===== src/rtl/div_unit_pkg.sv =====
// Shared definitions for the RV32M iterative divide unit: widths, op
// encodings, FSM states and small operand helpers.
package div_unit_pkg;

    localparam int XLEN  = 32;
    localparam int REG_W = 5;
    localparam int CNT_W = 6;

    localparam logic [CNT_W-1:0] LAST_STEP = CNT_W'(XLEN - 1);

    typedef enum logic [1:0] {
        OP_DIV  = 2'b00,
        OP_DIVU = 2'b01,
        OP_REM  = 2'b10,
        OP_REMU = 2'b11
    } op_e;

    typedef enum logic [1:0] {
        ST_IDLE = 2'b00,
        ST_CALC = 2'b01,
        ST_FIX  = 2'b10
    } state_e;

    function automatic logic is_signed_op(input op_e op);
        return (op == OP_DIV) || (op == OP_REM);
    endfunction

    function automatic logic is_rem_op(input op_e op);
        return (op == OP_REM) || (op == OP_REMU);
    endfunction

    // Magnitude of a two's-complement value; 0x80000000 maps to itself,
    // which is the correct unsigned magnitude.
    function automatic logic [XLEN-1:0] abs_val(input logic [XLEN-1:0] v,
                                                input logic             is_signed);
        return (is_signed && v[XLEN-1]) ? (~v + 1'b1) : v;
    endfunction

    function automatic logic [XLEN-1:0] cond_neg(input logic [XLEN-1:0] v,
                                                 input logic             neg);
        return neg ? (~v + 1'b1) : v;
    endfunction

endpackage


===== src/rtl/div_unit_step.sv =====
// One combinational restoring-division iteration: shift {rem,quo} left by one,
// trial-subtract the divisor and keep the difference when it is non-negative.
module div_step
    import div_unit_pkg::*;
(
    input  logic [XLEN-1:0] rem_in,
    input  logic [XLEN-1:0] quo_in,
    input  logic [XLEN-1:0] divisor,
    output logic [XLEN-1:0] rem_out,
    output logic [XLEN-1:0] quo_out
);

    logic [XLEN:0]   shifted;
    logic [XLEN+1:0] trial;

    // The trial difference is two bits wider than the remainder so the borrow
    // is never lost; a kept difference is always below the divisor.
    always_comb begin
        shifted = {rem_in, quo_in[XLEN-1]};
        trial   = {1'b0, shifted} - {2'b00, divisor};
        if (trial[XLEN+1:XLEN] == 2'b00) begin
            rem_out = trial[XLEN-1:0];
            quo_out = {quo_in[XLEN-2:0], 1'b1};
        end else begin
            rem_out = shifted[XLEN-1:0];
            quo_out = {quo_in[XLEN-2:0], 1'b0};
        end
    end

endmodule


===== src/rtl/div_unit.sv =====
// Iterative RV32M divider (DIV/DIVU/REM/REMU) whose registered writeback
// outputs drive the register file write port directly.
module div_unit
    import div_unit_pkg::*;
(
    input  logic             clk,
    input  logic             rst_n,
    input  logic             start,
    input  logic [1:0]       op,
    input  logic [XLEN-1:0]  rs1_val,
    input  logic [XLEN-1:0]  rs2_val,
    input  logic [REG_W-1:0] rd,
    input  logic             flush,
    output logic             busy,
    output logic             wb_en,
    output logic [REG_W-1:0] wb_rd,
    output logic [XLEN-1:0]  wb_data
);

    state_e             state;
    logic [REG_W-1:0]   rd_q;
    logic               rem_sel_q;
    logic               neg_quo_q;
    logic               neg_rem_q;
    logic [XLEN-1:0]    quo_q;
    logic [XLEN-1:0]    rem_q;
    logic [XLEN-1:0]    divisor_q;
    logic [CNT_W-1:0]   count;
    logic               short_pend;
    logic [XLEN-1:0]    short_data;

    op_e                op_in;
    logic               op_signed;
    logic               op_rem;
    logic               div_zero;
    logic               overflow;
    logic [XLEN-1:0]    short_val;
    logic [XLEN-1:0]    step_rem;
    logic [XLEN-1:0]    step_quo;
    logic [XLEN-1:0]    fix_result;

    assign op_in     = op_e'(op);
    assign op_signed = is_signed_op(op_in);
    assign op_rem    = is_rem_op(op_in);
    assign div_zero  = (rs2_val == '0);
    assign overflow  = op_signed && (rs1_val == 32'h8000_0000) && (rs2_val == 32'hFFFF_FFFF);

    // Architecturally defined results that bypass the iteration entirely.
    always_comb begin
        short_val = '0;
        if (div_zero) begin
            short_val = op_rem ? rs1_val : '1;
        end else if (overflow) begin
            short_val = op_rem ? '0 : 32'h8000_0000;
        end
    end

    assign fix_result = rem_sel_q ? cond_neg(rem_q, neg_rem_q)
                                  : cond_neg(quo_q, neg_quo_q);

    div_step u_step (
        .rem_in  (rem_q),
        .quo_in  (quo_q),
        .divisor (divisor_q),
        .rem_out (step_rem),
        .quo_out (step_quo)
    );

    assign busy = (state != ST_IDLE);

    // Control FSM. A short-path result is parked in short_data for one cycle
    // while the FSM stays idle, so a new start can be accepted alongside it.
    always_ff @(posedge clk or negedge rst_n) begin
        if (!rst_n) begin
            state      <= ST_IDLE;
            rd_q       <= '0;
            rem_sel_q  <= 1'b0;
            neg_quo_q  <= 1'b0;
            neg_rem_q  <= 1'b0;
            quo_q      <= '0;
            rem_q      <= '0;
            divisor_q  <= '0;
            count      <= '0;
            short_pend <= 1'b0;
            short_data <= '0;
            wb_en      <= 1'b0;
            wb_rd      <= '0;
            wb_data    <= '0;
        end else begin
            wb_en <= 1'b0;
            if (flush) begin
                state      <= ST_IDLE;
                short_pend <= 1'b0;
            end else begin
                if (short_pend) begin
                    short_pend <= 1'b0;
                    if (rd_q != '0) begin
                        wb_en   <= 1'b1;
                        wb_rd   <= rd_q;
                        wb_data <= short_data;
                    end
                end
                case (state)
                    ST_IDLE: begin
                        if (start) begin
                            rd_q      <= rd;
                            rem_sel_q <= op_rem;
                            if (div_zero || overflow) begin
                                short_data <= short_val;
                                short_pend <= 1'b1;
                            end else begin
                                quo_q     <= abs_val(rs1_val, op_signed);
                                divisor_q <= abs_val(rs2_val, op_signed);
                                rem_q     <= '0;
                                neg_quo_q <= op_signed && (rs1_val[XLEN-1] ^ rs2_val[XLEN-1]);
                                neg_rem_q <= op_signed && rs1_val[XLEN-1];
                                count     <= '0;
                                state     <= ST_CALC;
                            end
                        end
                    end
                    ST_CALC: begin
                        quo_q <= step_quo;
                        rem_q <= step_rem;
                        count <= count + 1'b1;
                        if (count == LAST_STEP) begin
                            state <= ST_FIX;
                        end
                    end
                    ST_FIX: begin
                        if (rd_q != '0) begin
                            wb_en   <= 1'b1;
                            wb_rd   <= rd_q;
                            wb_data <= fix_result;
                        end
                        state <= ST_IDLE;
                    end
                    default: begin
                        state <= ST_IDLE;
                    end
                endcase
            end
        end
    end

endmodule


===== config.mk =====
export PLATFORM = sky130hd
export DESIGN_NAME = div_unit
export DESIGN_NICKNAME = d
export VERILOG_FILES = /design/src/rtl/div_unit_pkg.sv /design/src/rtl/div_unit_step.sv /design/src/rtl/div_unit.sv
export SDC_FILE = /design/constraint.sdc
export NUM_CORES = 1
export LEC_CHECK = 0
export ABC_AREA = 1
export CAP_MARGIN = 30
export CELL_PAD_IN_SITES_DETAIL_PLACEMENT = 0
export CELL_PAD_IN_SITES_GLOBAL_PLACEMENT = 2
export CORE_AREA = 2 2 207 209
export CTS_BUF_LIST = sky130_fd_sc_hd__clkbuf_4
export DETAILED_ROUTE_END_ITERATION = 10
export DIE_AREA = 0 0 209 211
export DONT_BUFFER_PORTS = 1
export GPL_ROUTABILITY_DRIVEN = 1
export PLACE_DENSITY = 0.87
export SETUP_SLACK_MARGIN = 0.3
export SYNTH_ARGS = -nofsm -noshare
export SYNTH_HDL_FRONTEND = slang
export SYNTH_SLANG_ARGS = --single-unit

===== constraint.sdc =====
create_clock -name clk -period 4 [get_ports clk]
set_input_delay 0.4 -clock clk [delete_from_list [all_inputs] [get_ports clk]]
set_output_delay 0.4 -clock clk [all_outputs]
set_load 0.005 [all_outputs]

==> flow_summary.toml <==
[floorplanning]
die_x_um = 209
ios = 114
core-area_um2 = 41800
fp-row-count = 75
start_util_pct = 35.6
die_area_um2 = 44100
die_y_um = 211

[global_route]
antenna_found_initial = 3
grt_pass1_vias = 14779
overflow = 0
grt_pass1_wl_um = 85600
track_usage_pct = 25.4
grt_max_degree = 184

[sta]
setup_tns_ns = 0
finalSetupViolations = 0
final_max_slew_viol_count = 0
hold_violations = 183
whs_ns = -0.629
rsz0062_at_grt = "false"
fin_worst_skew_ns = 0.0447
fmax_ghz = 0.317
min_period_over_period_pct = 78.9
period_needed_ns = 3.16
relSlewSlack_pct = 31.8
worst_pin_slew_ns = 1.02

[run_status]
violations = "hold timing"
status = "finished with violations"

[critical_path]
critPathBufInv = 2
crit_slowest_cell = "dfrtp_1"
crit_required_ns = 4.66
max_stage_delay_ns = 0.42
cp_cell_sequence = "inv_1 -> ha_1 -> fa_1 -> inv_1 -> nand2_1 -> nand2_1 -> nand3_1 -> nand2_1 -> nand2_1 -> nand2_1 -> nand2_1 -> nand2_1 -> nand2_1 -> nand2_4 -> nand2_4 -> nand2_1 -> nand3_1 -> nand2_1"
reg2reg_depth = 18
crit_family = "simple AND/OR/NAND/NOR gates"
start_kind = "register"
path_common_cell = "nand2_1"
endpoint_kind = "register"
crit_cells = 18
worstPathArrival_ns = 3.82
crit_path_max_fanout = 34
crit_type = "register to register"

[clock_tree]
cts_buffers = 17
clk_pin_slew_ns = 0.19
ctsResizeCount = 0
clock-sinks = 183
cts_tree = "yes"
cts_htree_levels = 4
cts_root_buf = "clkbuf_4"
ctsHoldBuffers = 74
clock_latency_ns = 0.75
post_cts_buffers = 0
clockBufferDepth = 2

[routing]
drt_iter0_drc = 1406
drt_first_pass_iters = 5
drc = 0
vias = 15614
viasPerCell = 5.22
antenna_left = 0
wl_per_cell_um = 18.5
drt-total-wl_um = 55200

[synth]
yosys_warnings = 0
yosysTopAreaCell = "dfrtp_1"
yosysUniqueCellTypes = 46
ys_ff_latch = 183
syn-num-nets = 2519
synth_top_area_share_pct = 30.8
synth_edf_count = 0
yosysSeqAreaShare_pct = 30.8
syn_inst = 2405
async_flop_share_pct = 100
ys.flop_type = "dfrtp_1"
synth_area_um2 = 14900
synth.area.top_cells = "dfrtp_1 31%, nand2_1 20%, nand3_1 8.6%"
syn_avg_cell_area_um2 = 6.18

[min_path]
hold_class = "input port to async pin"

[cells_and_area]
layout-drive-gt1-share_pct = 4.00
areaGrowthSynthToFinish_pct = 10.1
finish.net_count = 2551

[pwr]
p_seq_share_pct = 42.4
power_frac_clock_pct = 22.4
power.internal_mw = 3.16
leakage_nw = 8.44
power.switching_mw = 2.28
irDropWorstVdd_uv = 251
comb_power_share_pct = 35.2
powerDensity_nw_per_um2 = 332
p_sw_share_pct = 42.0

[placed_design]
port_buffers = 0
dp_hpwl_um = 42100
place.gp.congestion = 0.916

[run]
cap_violations = 0
==> cell usage in the layout (no fill, tap or decap), types with 4 or more instances in the layout <==
master and n:
nand2_1 805, inv_1 317, nand3_1 256, nor2_1 228, dfrtp_1 183, o21ai_0 141
dlygate4sd3_1 73, a21oi_1 69, xor2_1 40, ha_1 38, nor3_1 34, nand4_1 31
o21ai_1 31, o211ai_1 26, xnor2_1 23, clkbuf_4 18, buf_4 17, a31oi_1 16
or2_2 11, inv_2 9, o22ai_1 9, nand3b_1 8, and2_1 8, nor2_2 7
nor3_2 5, clkinv_1 4, inv_6 4
==> Yosys cell counts, drive strengths merged (12+ instances only) <==
library cell and n:
clkbuf 46, o211ai 26, nand4 33, ha 38, nand3 259, nor2 237
a21oi 69, xnor2 23, o21ai 173, nor3 40, or2 12, a31oi 16
inv 326, nand2 810, xor2 40, buf 33, dfrtp 183
==> sequential cells by signal, summed over array words and instances, names as in the netlist, 2 cells and up <==
signal and flops:
divisor_q 32, quo_q 32, rem_q 32, short_data 32
wb_data 32, count 6, rd_q 5, wb_rd 5
state 2
==> power by group through the flow <==
stage	registers (mW)	logic [mW]	clock network [mW]
2_1_floorplan	2.25	1.36	0
3_3_place_gp	2.33	1.81	0
3_5_place_dp	2.34	1.82	0
4_1_cts	2.30	1.91	1.26
5_1_grt	2.34	2.17	1.33
6_report	2.31	1.91	1.22
==> cells by family (layout without fill, tap and decap cells) <==
| group | after synthesis | count (layout) | synth area share (%) |
|---|---|---|---|
| adders and majority gates | 39 | 39 | 3.33 |
| AOI/OAI and AO/OA | 301 | 301 | 11.0 |
| DFF | 183 | 183 | 30.8 |
| other | 0 | 2 | 0 |
| buffers and inverters | 410 | 454 | 11.2 |
| xor gates and xnor gates | 63 | 63 | 3.71 |
| and+or+nand+nor | 1409 | 1409 | 40.0 |
==> metrics by stage <==
stage          area [um2]  instances  worst slack [ns]  power, mW  utilization (%)
2_1_floorplan       14900       2405              1.79       3.60                -
3_3_place_gp        15300       2882             0.576       4.14             36.6
3_5_place_dp        15300       2883             0.829       4.15             36.6
4_1_cts             16400       2988             0.757       5.47             39.2
5_1_grt             16400       2990             0.429       5.84             39.2
6_report            16400       2990             0.845       5.44             39.2
==> routing by layer <==
| layer | wire length, um | up-vias | global-route usage, % |
|---|---|---|---|
| li1 | - | 7727 | - |
| met4 | 1380 | 0 | 7.83 |
| met3 | 3470 | 79 | 4.04 |
| met1 | 25700 | 7314 | 36.0 |
| met5 | 0 | - | 0 |
| met2 | 24600 | 494 | 39.5 |
==> path summary, 6_finish.rpt <==
check / startpoint / to / slack [ns]
max reg2reg: quo_q[31] / rem_q[30] / 0.84
min in group clk: rs1_val[3] / quo_q[3] / 0.08
min reg2reg: short_data[5] / short_data[5] / 0.50
max in group asynchronous: rst_n / wb_data[18] / 4.29
max: quo_q[31] / rem_q[30] / 0.84
min: rst_n / quo_q[26] / -0.63
==> final cells by class <==
type / count / area [um2]
repair buffers: 92 / 906
clock buffers: 18 / 135
diodes: 2 / 5.00
multi-input cells: 1812 / 8650
flip-flops and latches: 183 / 4580
fillers: 4570 / 25400
inverters: 331 / 1240
clock inverters: 13 / 188
well taps: 539 / 674
(Power assumes the default switching activity.)
